===== config.mk =====
export PLATFORM = sky130hd
export DESIGN_NAME = peak_level_meter
export DESIGN_NICKNAME = d
export VERILOG_FILES = /design/src/rtl/audio_meter_pkg.sv /design/src/rtl/abs_sat_reg.sv /design/src/rtl/peak_level_meter.sv
export SDC_FILE = /design/constraint.sdc
export NUM_CORES = 1
export LEC_CHECK = 0
export ABC_AREA = 0
export BUFFER_PORTS_ARGS = -buffer_cell sky130_fd_sc_hd__buf_2
export CAP_MARGIN = 10
export CORE_MARGIN = 5
export CORE_UTILIZATION = 40
export DETAILED_ROUTE_END_ITERATION = 6
export PLACE_DENSITY = 0.59
export SKIP_CTS_REPAIR_TIMING = 1
export SLEW_MARGIN = 25
export SYNTH_ARGS = -nofsm -noshare
export SYNTH_HDL_FRONTEND = slang
export SYNTH_SLANG_ARGS = --single-unit

===== constraint.sdc =====
create_clock -name clk -period 7 [get_ports clk]
set_input_delay 1.4 -clock clk [delete_from_list [all_inputs] [get_ports clk]]
set_output_delay 1.4 -clock clk [all_outputs]
set_load 0.02 [all_outputs]

===== src/rtl/audio_meter_pkg.sv =====
// Shared types and helpers for the audio peak level meter.
//   meter_state_t : envelope follower state (IDLE / HOLD / DECAY)
//   abs_sat       : saturating magnitude of a sign-extended PCM sample
//   bar_on        : one thermometer segment decision for a given envelope
package audio_meter_pkg;

    typedef enum logic [1:0] {
        IDLE  = 2'd0,
        HOLD  = 2'd1,
        DECAY = 2'd2
    } meter_state_t;

    localparam int unsigned MAX_W = 32;

    // |sample| for an n-bit sample held sign-extended in MAX_W bits; full-scale negative saturates.
    function automatic logic [MAX_W-1:0] abs_sat(input logic [MAX_W-1:0] sample,
                                                 input int unsigned      n);
        logic [MAX_W-1:0] max_mag;
        logic [MAX_W-1:0] mag;
        max_mag = (MAX_W'(1) << (n - 1)) - MAX_W'(1);
        mag     = sample[MAX_W-1] ? (~sample + MAX_W'(1)) : sample;
        abs_sat = (mag > max_mag) ? max_mag : mag;
    endfunction

    // Segment idx lights once the envelope reaches 2**(n-1-leds+idx): 6 dB per segment.
    function automatic logic bar_on(input logic [MAX_W-1:0] env,
                                    input int unsigned      n,
                                    input int unsigned      leds,
                                    input int unsigned      idx);
        bar_on = (env >= (MAX_W'(1) << (n - 1 - leds + idx)));
    endfunction

endpackage


===== src/rtl/abs_sat_reg.sv =====
// First pipeline stage: registered saturating magnitude and full-scale detect.
//   clk, rst_n   : AUD_BCLK clock, async active-low reset
//   valid        : new sample strobe
//   freeze       : suppresses capture and drops the staged sample
//   sample_data  : signed PCM sample
//   s1_valid     : mag/is_clip hold a fresh sample
//   mag          : saturated magnitude (N-1 bits)
//   is_clip      : sample was positive or negative full scale
module abs_sat_reg
    import audio_meter_pkg::*;
#(
    parameter int unsigned N = 16
) (
    input  logic         clk,
    input  logic         rst_n,
    input  logic         valid,
    input  logic         freeze,
    input  logic [N-1:0] sample_data,
    output logic         s1_valid,
    output logic [N-2:0] mag,
    output logic         is_clip
);

    localparam int unsigned M = N - 1;
    localparam logic [N-1:0] POS_FS = {1'b0, {(N-1){1'b1}}};
    localparam logic [N-1:0] NEG_FS = {1'b1, {(N-1){1'b0}}};

    logic capture_c;
    assign capture_c = valid && !freeze;

    // Capture magnitude; a sample staged here is dropped if freeze rises.
    always_ff @(posedge clk or negedge rst_n) begin
        if (!rst_n) begin
            s1_valid <= 1'b0;
            mag      <= '0;
            is_clip  <= 1'b0;
        end else begin
            s1_valid <= capture_c;
            if (capture_c) begin
                mag     <= M'(abs_sat(MAX_W'(signed'(sample_data)), N));
                is_clip <= (sample_data == POS_FS) || (sample_data == NEG_FS);
            end
        end
    end

endmodule


===== src/rtl/peak_level_meter.sv =====
// Peak envelope meter: instant attack, hold, exponential decay, log LED bar, sticky clip.
//   clk, rst_n   : AUD_BCLK clock, async active-low reset
//   valid        : one-cycle strobe, sample_data is new
//   sample_data  : signed PCM sample
//   freeze       : ignore valid, discard in-flight samples, hold outputs
//   level        : envelope magnitude
//   bar          : thermometer LED bar, 6 dB per segment
//   clip         : sticky clip indicator
//   level_valid  : one-cycle pulse when level/bar/clip update (3 cycles after valid)
module peak_level_meter
    import audio_meter_pkg::*;
#(
    parameter int unsigned N            = 16,
    parameter int unsigned LEDS         = 15,
    parameter int unsigned HOLD_SAMPLES = 4800,
    parameter int unsigned DECAY_SHIFT  = 6,
    parameter int unsigned CLIP_HOLD    = 24000
) (
    input  logic            clk,
    input  logic            rst_n,
    input  logic            valid,
    input  logic [N-1:0]    sample_data,
    input  logic            freeze,
    output logic [N-2:0]    level,
    output logic [LEDS-1:0] bar,
    output logic            clip,
    output logic            level_valid
);

    localparam int unsigned M      = N - 1;
    localparam int unsigned HOLD_W = (HOLD_SAMPLES > 0) ? $clog2(HOLD_SAMPLES + 1) : 1;
    localparam int unsigned CLIP_W = (CLIP_HOLD > 0) ? $clog2(CLIP_HOLD + 1) : 1;

    logic              s1_valid;
    logic [M-1:0]      mag;
    logic              is_clip;

    meter_state_t      state;
    logic [M-1:0]      env;
    logic [HOLD_W-1:0] hold_cnt;
    logic [CLIP_W-1:0] clip_cnt;
    logic              clip_flag;
    logic              s2_valid;

    logic [M-1:0]      decay_step_c;
    logic [LEDS-1:0]   bar_c;

    abs_sat_reg #(.N(N)) u_abs_sat_reg (
        .clk         (clk),
        .rst_n       (rst_n),
        .valid       (valid),
        .freeze      (freeze),
        .sample_data (sample_data),
        .s1_valid    (s1_valid),
        .mag         (mag),
        .is_clip     (is_clip)
    );

    // Decay amount never drops below 1 so the envelope always reaches zero.
    always_comb begin
        decay_step_c = env >> DECAY_SHIFT;
        if (decay_step_c == '0) begin
            decay_step_c = M'(1);
        end
    end

    // Thermometer encoding of the current envelope.
    always_comb begin
        bar_c = '0;
        for (int unsigned i = 0; i < LEDS; i++) begin
            bar_c[i] = bar_on(MAX_W'(env), N, LEDS, i);
        end
    end

    // Stage 2: envelope FSM and clip hold counter, advanced once per sample.
    always_ff @(posedge clk or negedge rst_n) begin
        if (!rst_n) begin
            state     <= IDLE;
            env       <= '0;
            hold_cnt  <= '0;
            clip_cnt  <= '0;
            clip_flag <= 1'b0;
            s2_valid  <= 1'b0;
        end else begin
            s2_valid <= 1'b0;
            if (s1_valid && !freeze) begin
                s2_valid <= 1'b1;
                if ((mag >= env) && (mag != '0)) begin
                    env      <= mag;
                    hold_cnt <= HOLD_W'(HOLD_SAMPLES);
                    state    <= HOLD;
                end else begin
                    case (state)
                        HOLD: begin
                            if (hold_cnt != '0) begin
                                hold_cnt <= hold_cnt - HOLD_W'(1);
                            end else begin
                                state <= DECAY;
                            end
                        end
                        DECAY: begin
                            if (env <= decay_step_c) begin
                                env   <= '0;
                                state <= IDLE;
                            end else begin
                                env <= env - decay_step_c;
                            end
                        end
                        IDLE:    ;
                        default: state <= IDLE;
                    endcase
                end

                if (is_clip) begin
                    clip_cnt  <= CLIP_W'(CLIP_HOLD);
                    clip_flag <= 1'b1;
                end else begin
                    if (clip_cnt != '0) begin
                        clip_cnt <= clip_cnt - CLIP_W'(1);
                    end
                    // Clears on the sample that takes the counter to zero.
                    if (clip_cnt <= CLIP_W'(1)) begin
                        clip_flag <= 1'b0;
                    end
                end
            end
        end
    end

    // Stage 3: publish envelope, bar and clip together.
    always_ff @(posedge clk or negedge rst_n) begin
        if (!rst_n) begin
            level       <= '0;
            bar         <= '0;
            clip        <= 1'b0;
            level_valid <= 1'b0;
        end else begin
            level_valid <= 1'b0;
            if (s2_valid && !freeze) begin
                level       <= env;
                bar         <= bar_c;
                clip        <= clip_flag;
                level_valid <= 1'b1;
            end
        end
    end

endmodule


==> flow_metrics.env, run 1 <==
export IMPL_status="finished clean"
export IMPL_die_area_um2=15900
export IMPL_port_buffers=51
export IMPL_path_clk_slew_ns=0.07
export IMPL_ys_warnings_count=0
export IMPL_hold_path_class="flop to flop"
export IMPL_vias=4389
export IMPL_clock_sinks=96
export IMPL_cts_max_level=3
export IMPL_worstSetupPathType="flop to flop"
export IMPL_place_hpwl_um=9490
export IMPL_worstSetupEndpointType="flop"
export IMPL_synth_ff_type="dfrtp_1"
export IMPL_root_buffer="clkbuf_16"
export IMPL_clk_insertion_delay_late_ns=0.34
export IMPL_finalPower_mw=2.59
export IMPL_period_minus_slack_ns=3.51
export IMPL_irDropWorstVdd_v=0.000145
export IMPL_viasPerCell=5.29
export IMPL_syn_nets=655
export IMPL_netlist_instances=603
export IMPL_wl_per_cell_um=15.3
export IMPL_drive_above_1_share_pct=13.1
export IMPL_synth_edff_count=0
export IMPL_place_area_um2=5820
export IMPL_place_congestion=0.905
export IMPL_grt_max_degree=54
export IMPL_rsz0062_at_grt="false"
export IMPL_crit_required_ns=7.26
export IMPL_skew_ns=0.00796
export IMPL_cts_buffer_depth=2
export IMPL_cp_arrival_ns=3.77
export IMPL_relSlewSlack_pct=34.3
export IMPL_fin_crit_sh_pct=50.1
export IMPL_synth_seq_cells=96
export IMPL_ios=52
export IMPL_drtIter0Drc=254
export IMPL_powerDensity_nw_per_um2=422
export IMPL_synthDistinctLibCells=60
export IMPL_leakagePower_nw=2.78
export IMPL_ys_async_sr_fraction_pct=100
export IMPL_diodes=0
export IMPL_cts_tree="built"
export IMPL_start_kind="flop"
export IMPL_grt_usage_pct=16.3
export IMPL_drv_slew=0
export IMPL_final_net_count=701
export IMPL_overflow=0
export IMPL_cts_buffers=9
export IMPL_crit_fanout=5
export IMPL_holdWs_ns=0.472
export IMPL_synth_area_um2=5390
export IMPL_grt_pass1_wl_um=21300
export IMPL_tightest_slew_ns=0.982
export IMPL_drtAntennaViolNets=0
export IMPL_fmax_mhz=285
export IMPL_antenna_found_initial=0
export IMPL_wl_um=12700
export IMPL_synth_avg_cell_area_um2=8.94
export IMPL_dr_pass1_iters=5
export IMPL_setup_viol=0
export IMPL_drc=0
export IMPL_cap_viol_max_count=0
export IMPL_start_util_pct=40.7
export IMPL_die_y_um=126
export IMPL_dieWidth_um=126
export IMPL_area_growth_pct=13.8
export IMPL_core_um2=13200
export IMPL_seq_area_frac_synth_pct=44.6
export IMPL_row_count=42
export IMPL_fin_area_um2=6130
export IMPL_hold_viol_final=0
export IMPL_grt_pass1_vias=4276
export IMPL_setup_tns_ns=0
==> state kept, by name, summed over array words and instances (netlist names) <==
name                    cells
state                       2
s2_valid                    1
clip                        1
bar                        15
level_valid                 1
env                        15
u_abs_sat_reg.mag          15
u_abs_sat_reg.is_clip       1
clip_cnt                   15
hold_cnt                   13
level                      15
u_abs_sat_reg.s1_valid      1
clip_flag                   1
==> final timing paths <==
path / start / cells past startpoint / slack (ns) / endpoint
max: env[14]$_DFFE_PN0P_ / 15 / 3.49 / env[12]$_DFFE_PN0P_
min: bar[9]$_DFFE_PN0P_ / 2 / 0.47 / bar[9]$_DFFE_PN0P_
max reg2reg: env[14]$_DFFE_PN0P_ / 15 / 3.49 / env[12]$_DFFE_PN0P_
min reg2reg: bar[9]$_DFFE_PN0P_ / 2 / 0.47 / bar[9]$_DFFE_PN0P_
max in group asynchronous: rst_n / 2 / 4.87 / env[1]$_DFFE_PN0P_
min in group asynchronous: rst_n / 1 / 1.04 / u_abs_sat_reg.mag[0]$_DFFE_PN0P_
==> worst max-delay path, stage by stage (launching register included) <==
cell       delay (ns)
dfrtp_1          0.41
nor3_1           0.36
nand2_1          0.17
nor4_1           0.40
or2_2            0.20
ha_1             0.14
inv_1            0.05
fa_1             0.40
nand3_1          0.12
a211oi_1         0.09
a2111oi_0        0.40
buf_4            0.22
nand2_1          0.07
nor4_1           0.23
a31oi_1          0.07
o21ai_0          0.09
==> layout by cell type, fill, tap and decap left out, types with 10 or more instances in the layout <==
| cell type | n |
|---|---|
| o21ai_0 | 53 |
| a21oi_1 | 41 |
| dfrtp_1 | 96 |
| a31oi_1 | 10 |
| xnor2_1 | 17 |
| inv_1 | 36 |
| nand3_1 | 15 |
| xor2_1 | 21 |
| nor4_1 | 14 |
| nand2_1 | 73 |
| buf_2 | 50 |
| nor3_1 | 11 |
| nor2_1 | 64 |
| nand4_1 | 10 |
| ha_1 | 31 |
==> report_power, final <==
part / internal [mW] / leakage, nW / switching (mW) / total, mW
sequential: 0.727 / 1.14 / 0.173 / 0.899
combinational: 0.461 / 1.49 / 0.722 / 1.18
clock: 0.295 / 0.148 / 0.210 / 0.505
total: 1.48 / 2.78 / 1.10 / 2.59
==> area by class of cell <==
cell class | instances | area [um^2]
Fill cell | 1327 | 7110
Inverter | 37 | 139
Clock inverter | 5 | 55.1
Multi-Input combinational cell | 450 | 2780
Clock buffer | 11 | 253
Sequential cell | 96 | 2400
Timing Repair Buffer | 55 | 288
Tap cell | 176 | 220
==> through the flow <==
step | utilization, % | setup WS [ns] | cells
3_3_place_gp | 44.0 | 3.58 | 814
4_1_cts | 46.3 | 3.49 | 830
5_1_grt | 46.3 | 3.15 | 830
3_5_place_dp | 44.0 | 3.52 | 814
2_1_floorplan | - | 3.69 | 603
6_report | 46.3 | 3.49 | 830
==> cells by family after synthesis <==
logic type,Yosys count,synth area share [%]
buffers and inverters,57,4.02
xor gates and xnor gates,38,6.17
adders and majority gates,32,7.57
DFF,96,44.6
and+or+nand+nor,235,21.7
muxes,2,0.395
AOI/OAI and AO/OA,143,15.6
==> layer usage <==
metal / wire (um) / vias to the layer above / track usage (%)
met5: 0 / - / 0
met4: 187 / 0 / 5.36
met1: 6570 / 2086 / 24.2
met3: 516 / 15 / 2.84
li1: - / 2198 / -
met2: 5430 / 90 / 24.2
==> synthesized netlist by cell type (all sizes together), types with 5 or more instances <==
library cell	n	area (um^2)
ha	31	388
a31oi	10	62.6
nand2	73	274
xnor2	17	149
inv	36	135
nor2	64	240
or3	9	57.6
nand3	15	75.1
xor2	21	184
clkbuf	17	63.8
o31ai	6	45.0
dfrtp	96	2400
nor4	14	87.6
o21ai	56	292
a21oi	43	219
nand2b	5	31.3
or4	8	63.8
a211oi	6	45.0
nor3	12	65.1
nand4	10	62.6
Power figures use the tool's default switching activity.
==> run 2: changes to the inputs <==
Settings changed: ABC_AREA 0 to 1, PLACE_DENSITY 0.59 to 0.58.
Clock period 7 ns to 3.5 ns, I/O delays scaled along.
==> run 2 against run 1 <==
Against the previous run:
- design area up 12%
- first-iteration DRC count up 49%
- sequential power up 96%
- register-to-register slack got worse by 2.7 ns
- setup slack got worse by 2.7 ns
- utilization down 0.87 points
- sequential share of layout area is 4.1 points lower
- maximum frequency is 29% higher
- critical path depth is 4 higher
- combinational power increased to 2.5 times the previous value
- critical endpoint is now env[10]$_DFFE_PN0P_
- largest cell class unchanged
==> flow_metrics.env, run 2 <==
export IMPL_crit_required_ns=3.79
export IMPL_synth_edff_count=0
export IMPL_placedCellCount=1075
export IMPL_synthDistinctLibCells=45
export IMPL_layout_commonest_cell="nand2_1"
export IMPL_fin_area_um2=6860
export IMPL_wl_per_cell_um=13.4
export IMPL_synth_top_cell_by_area="dfrtp_1"
export IMPL_clock_sinks=96
export IMPL_drtAntennaViolNets=0
export IMPL_crit_fanout=6
export IMPL_grt_max_degree=97
export IMPL_fin_crit_sh_pct=77.6
export IMPL_sw_frac_of_total_pct=47.1
export IMPL_drtIter0Drc=379
export IMPL_clk_insertion_delay_late_ns=0.35
export IMPL_cts_buffers=9
export IMPL_relSlewSlack_pct=63.1
export IMPL_synth_avg_cell_area_um2=7.23
export IMPL_crit_family="simple AND/OR/NAND/NOR gates"
export IMPL_path_cells="nor2_1 > nand2_1 > nor2_1 > nand2_1 > nand2_1 > ha_1 > inv_1 > fa_1 > nand2_1 > nand3_1 > nand2_1 > nand2_1 > nand2_1 > nand2_1 > nor2_1 > nand2_2 > nand2_1 > nand2_1 > nand2_1"
export IMPL_status="finished clean"
export IMPL_yosys_top_cells_count="nand2_1 (265), nor2_1 (119), dfrtp_1 (96)"
export IMPL_p_int_mw=3.05
export IMPL_place_area_um2=6550
export IMPL_path_clk_slew_ns=0.07
export IMPL_final_cell_mix="nand2_1 (265), nor2_1 (119), dfrtp_1 (96)"
export IMPL_cap_viol_max_count=0
export IMPL_setup_tns_ns=0
export IMPL_dieWidth_um=134
export IMPL_max_stage_delay_ns=0.44
export IMPL_rsz0062_at_grt="false"
export IMPL_row_count=45
export IMPL_viasPerCell=4.91
export IMPL_dr_pass1_iters=5
export IMPL_yosys_area_top_type_share_pct=39.2
export IMPL_place_ws_ns=0.792
export IMPL_combPwrFrac_pct=51.8
export IMPL_final_net_count=950
export IMPL_period_minus_slack_ns=2.72
export IMPL_hold_viol_final=0
export IMPL_antenna_found_initial=0
export IMPL_cts_tree="built"
export IMPL_crit_top_cell="nand2_1"
export IMPL_start_kind="flop"
export IMPL_cts_buffer_depth=2
export IMPL_fin_cells=1091
export IMPL_grt_usage_pct=17.0
export IMPL_drc=0
export IMPL_switchingPower_mw=2.72
export IMPL_grtUsageMet3_pct=2.74
export IMPL_path_buf_inv=1
export IMPL_netlist_instances=848
export IMPL_synthTopCellsByArea="dfrtp_1 (39%), nand2_1 (16%), nor2_1 (7.3%)"
export IMPL_die_y_um=134
export IMPL_place_hpwl_um=11000
export IMPL_hold_path_class="input pin to asynchronous set/reset pin"
export IMPL_seq_area_frac_synth_pct=39.2
export IMPL_grtUsageMet1_pct=25.7
export IMPL_powerDensity_nw_per_um2=842
export IMPL_wl_um=14600
export IMPL_cts_max_level=3
export IMPL_fmax_mhz=368
export IMPL_area_growth_pct=11.8
export IMPL_syn_nets=900
export IMPL_drv_slew=0
export IMPL_skew_ns=0.00615
export IMPL_yosys_cell_count_top_type="nand2_1"
export IMPL_drive_above_1_share_pct=11.6
export IMPL_power_frac_seq_pct=30.5
export IMPL_grtUsageMet2_pct=24.8
export IMPL_p_clk_share_pct=17.7
export IMPL_vias=5359
export IMPL_start_util_pct=40.6
export IMPL_multiInputGateArea_um2=3240
export IMPL_cp_arrival_ns=3.00
export IMPL_tightest_slew_ns=0.554
export IMPL_synth_seq_cells=96
export IMPL_cp_slowest_cell="dfrtp_1"
export IMPL_ios=52
export IMPL_die_area_um2=17900
export IMPL_nFillCells=1550
export IMPL_rrSetupSlack_ns=0.78
export IMPL_finish_utilization_pct=45.4
export IMPL_synth_ff_type="dfrtp_1"
export IMPL_seqCellArea_um2=2400
export IMPL_core_um2=15100
export IMPL_fin_ws_ns=0.785
export IMPL_leakagePower_nw=3.55
export IMPL_overflow=0
export IMPL_port_buffers=51
export IMPL_place_congestion=0.868
export IMPL_synth_area_um2=6130
export IMPL_diodes=0
export IMPL_irDropWorstVdd_v=0.000321
export IMPL_grt_pass1_vias=5084
export IMPL_worstSetupPathType="flop to flop"
export IMPL_grt_pass1_wl_um=25100
export IMPL_ys_async_sr_fraction_pct=100
export IMPL_ys_warnings_count=0
export IMPL_worstSetupEndpointType="flop"
export IMPL_setup_viol=0
export IMPL_root_buffer="clkbuf_16"
export IMPL_top_usage_layer="met1"
==> run 2: kinds of logic after synthesis <==
kind of cell | share of synthesized area [%]
XOR/XNOR | 3.43
adder cells (fa/ha/maj) | 6.65
buffers and inverters | 7.92
AO/OA/AOI/OAI | 7.49
AND/OR/NAND/NOR | 35.3
flip-flops | 39.2
==> run 2: layer usage <==
| layer | vias up | routed length, um |
|---|---|---|
| met5 | - | 0 |
| met4 | 0 | 223 |
| met3 | 17 | 693 |
| met2 | 116 | 5990 |
| met1 | 2403 | 7720 |
| li1 | 2823 | - |
==> run 2: cell type report <==
class	count	share of cell area, %
clock inverter	5	0.894
sequential	96	35.0
clock buffer	11	3.54
multi-input combinational	637	47.3
tap	188	3.43
inverter	101	5.64
timing repair buffer	53	4.16
==> run 2: path summary, 6_finish.rpt <==
| check | startpoint | to | cells after the start |
|---|---|---|---|
| min in group clk | bar[14]$_DFFE_PN0P_ | bar[14]$_DFFE_PN0P_ | 2 |
| min reg2reg | bar[14]$_DFFE_PN0P_ | bar[14]$_DFFE_PN0P_ | 2 |
| min | rst_n | level[11]$_DFFE_PN0P_ | 2 |
| max reg2reg | env[11]$_DFFE_PN0P_ | env[10]$_DFFE_PN0P_ | 19 |
| max in group asynchronous | rst_n | u_abs_sat_reg.mag[8]$_DFFE_PN0P_ | 2 |
| max | env[11]$_DFFE_PN0P_ | env[10]$_DFFE_PN0P_ | 19 |
==> run 2: per-stage QoR <==
stage | power, mW | hold slack, ns
final | 5.77 | 0.374
after global routing | 6.34 | 0.422
after CTS | 5.81 | 0.422
after detailed placement | 4.75 | 0.462
after global placement | 4.75 | 0.460
after floorplan | 4.04 | 0.404
==> run 2: power by group through the flow <==
| stage | Sequential [mW] | Combinational [mW] | Clock (mW) |
|---|---|---|---|
| 2_1_floorplan | 1.85 | 2.20 | 0 |
| 3_3_place_gp | 1.77 | 2.98 | 0 |
| 3_5_place_dp | 1.78 | 2.97 | 0 |
| 4_1_cts | 1.76 | 2.99 | 1.06 |
| 5_1_grt | 1.82 | 3.42 | 1.09 |
| 6_report | 1.76 | 2.99 | 1.02 |
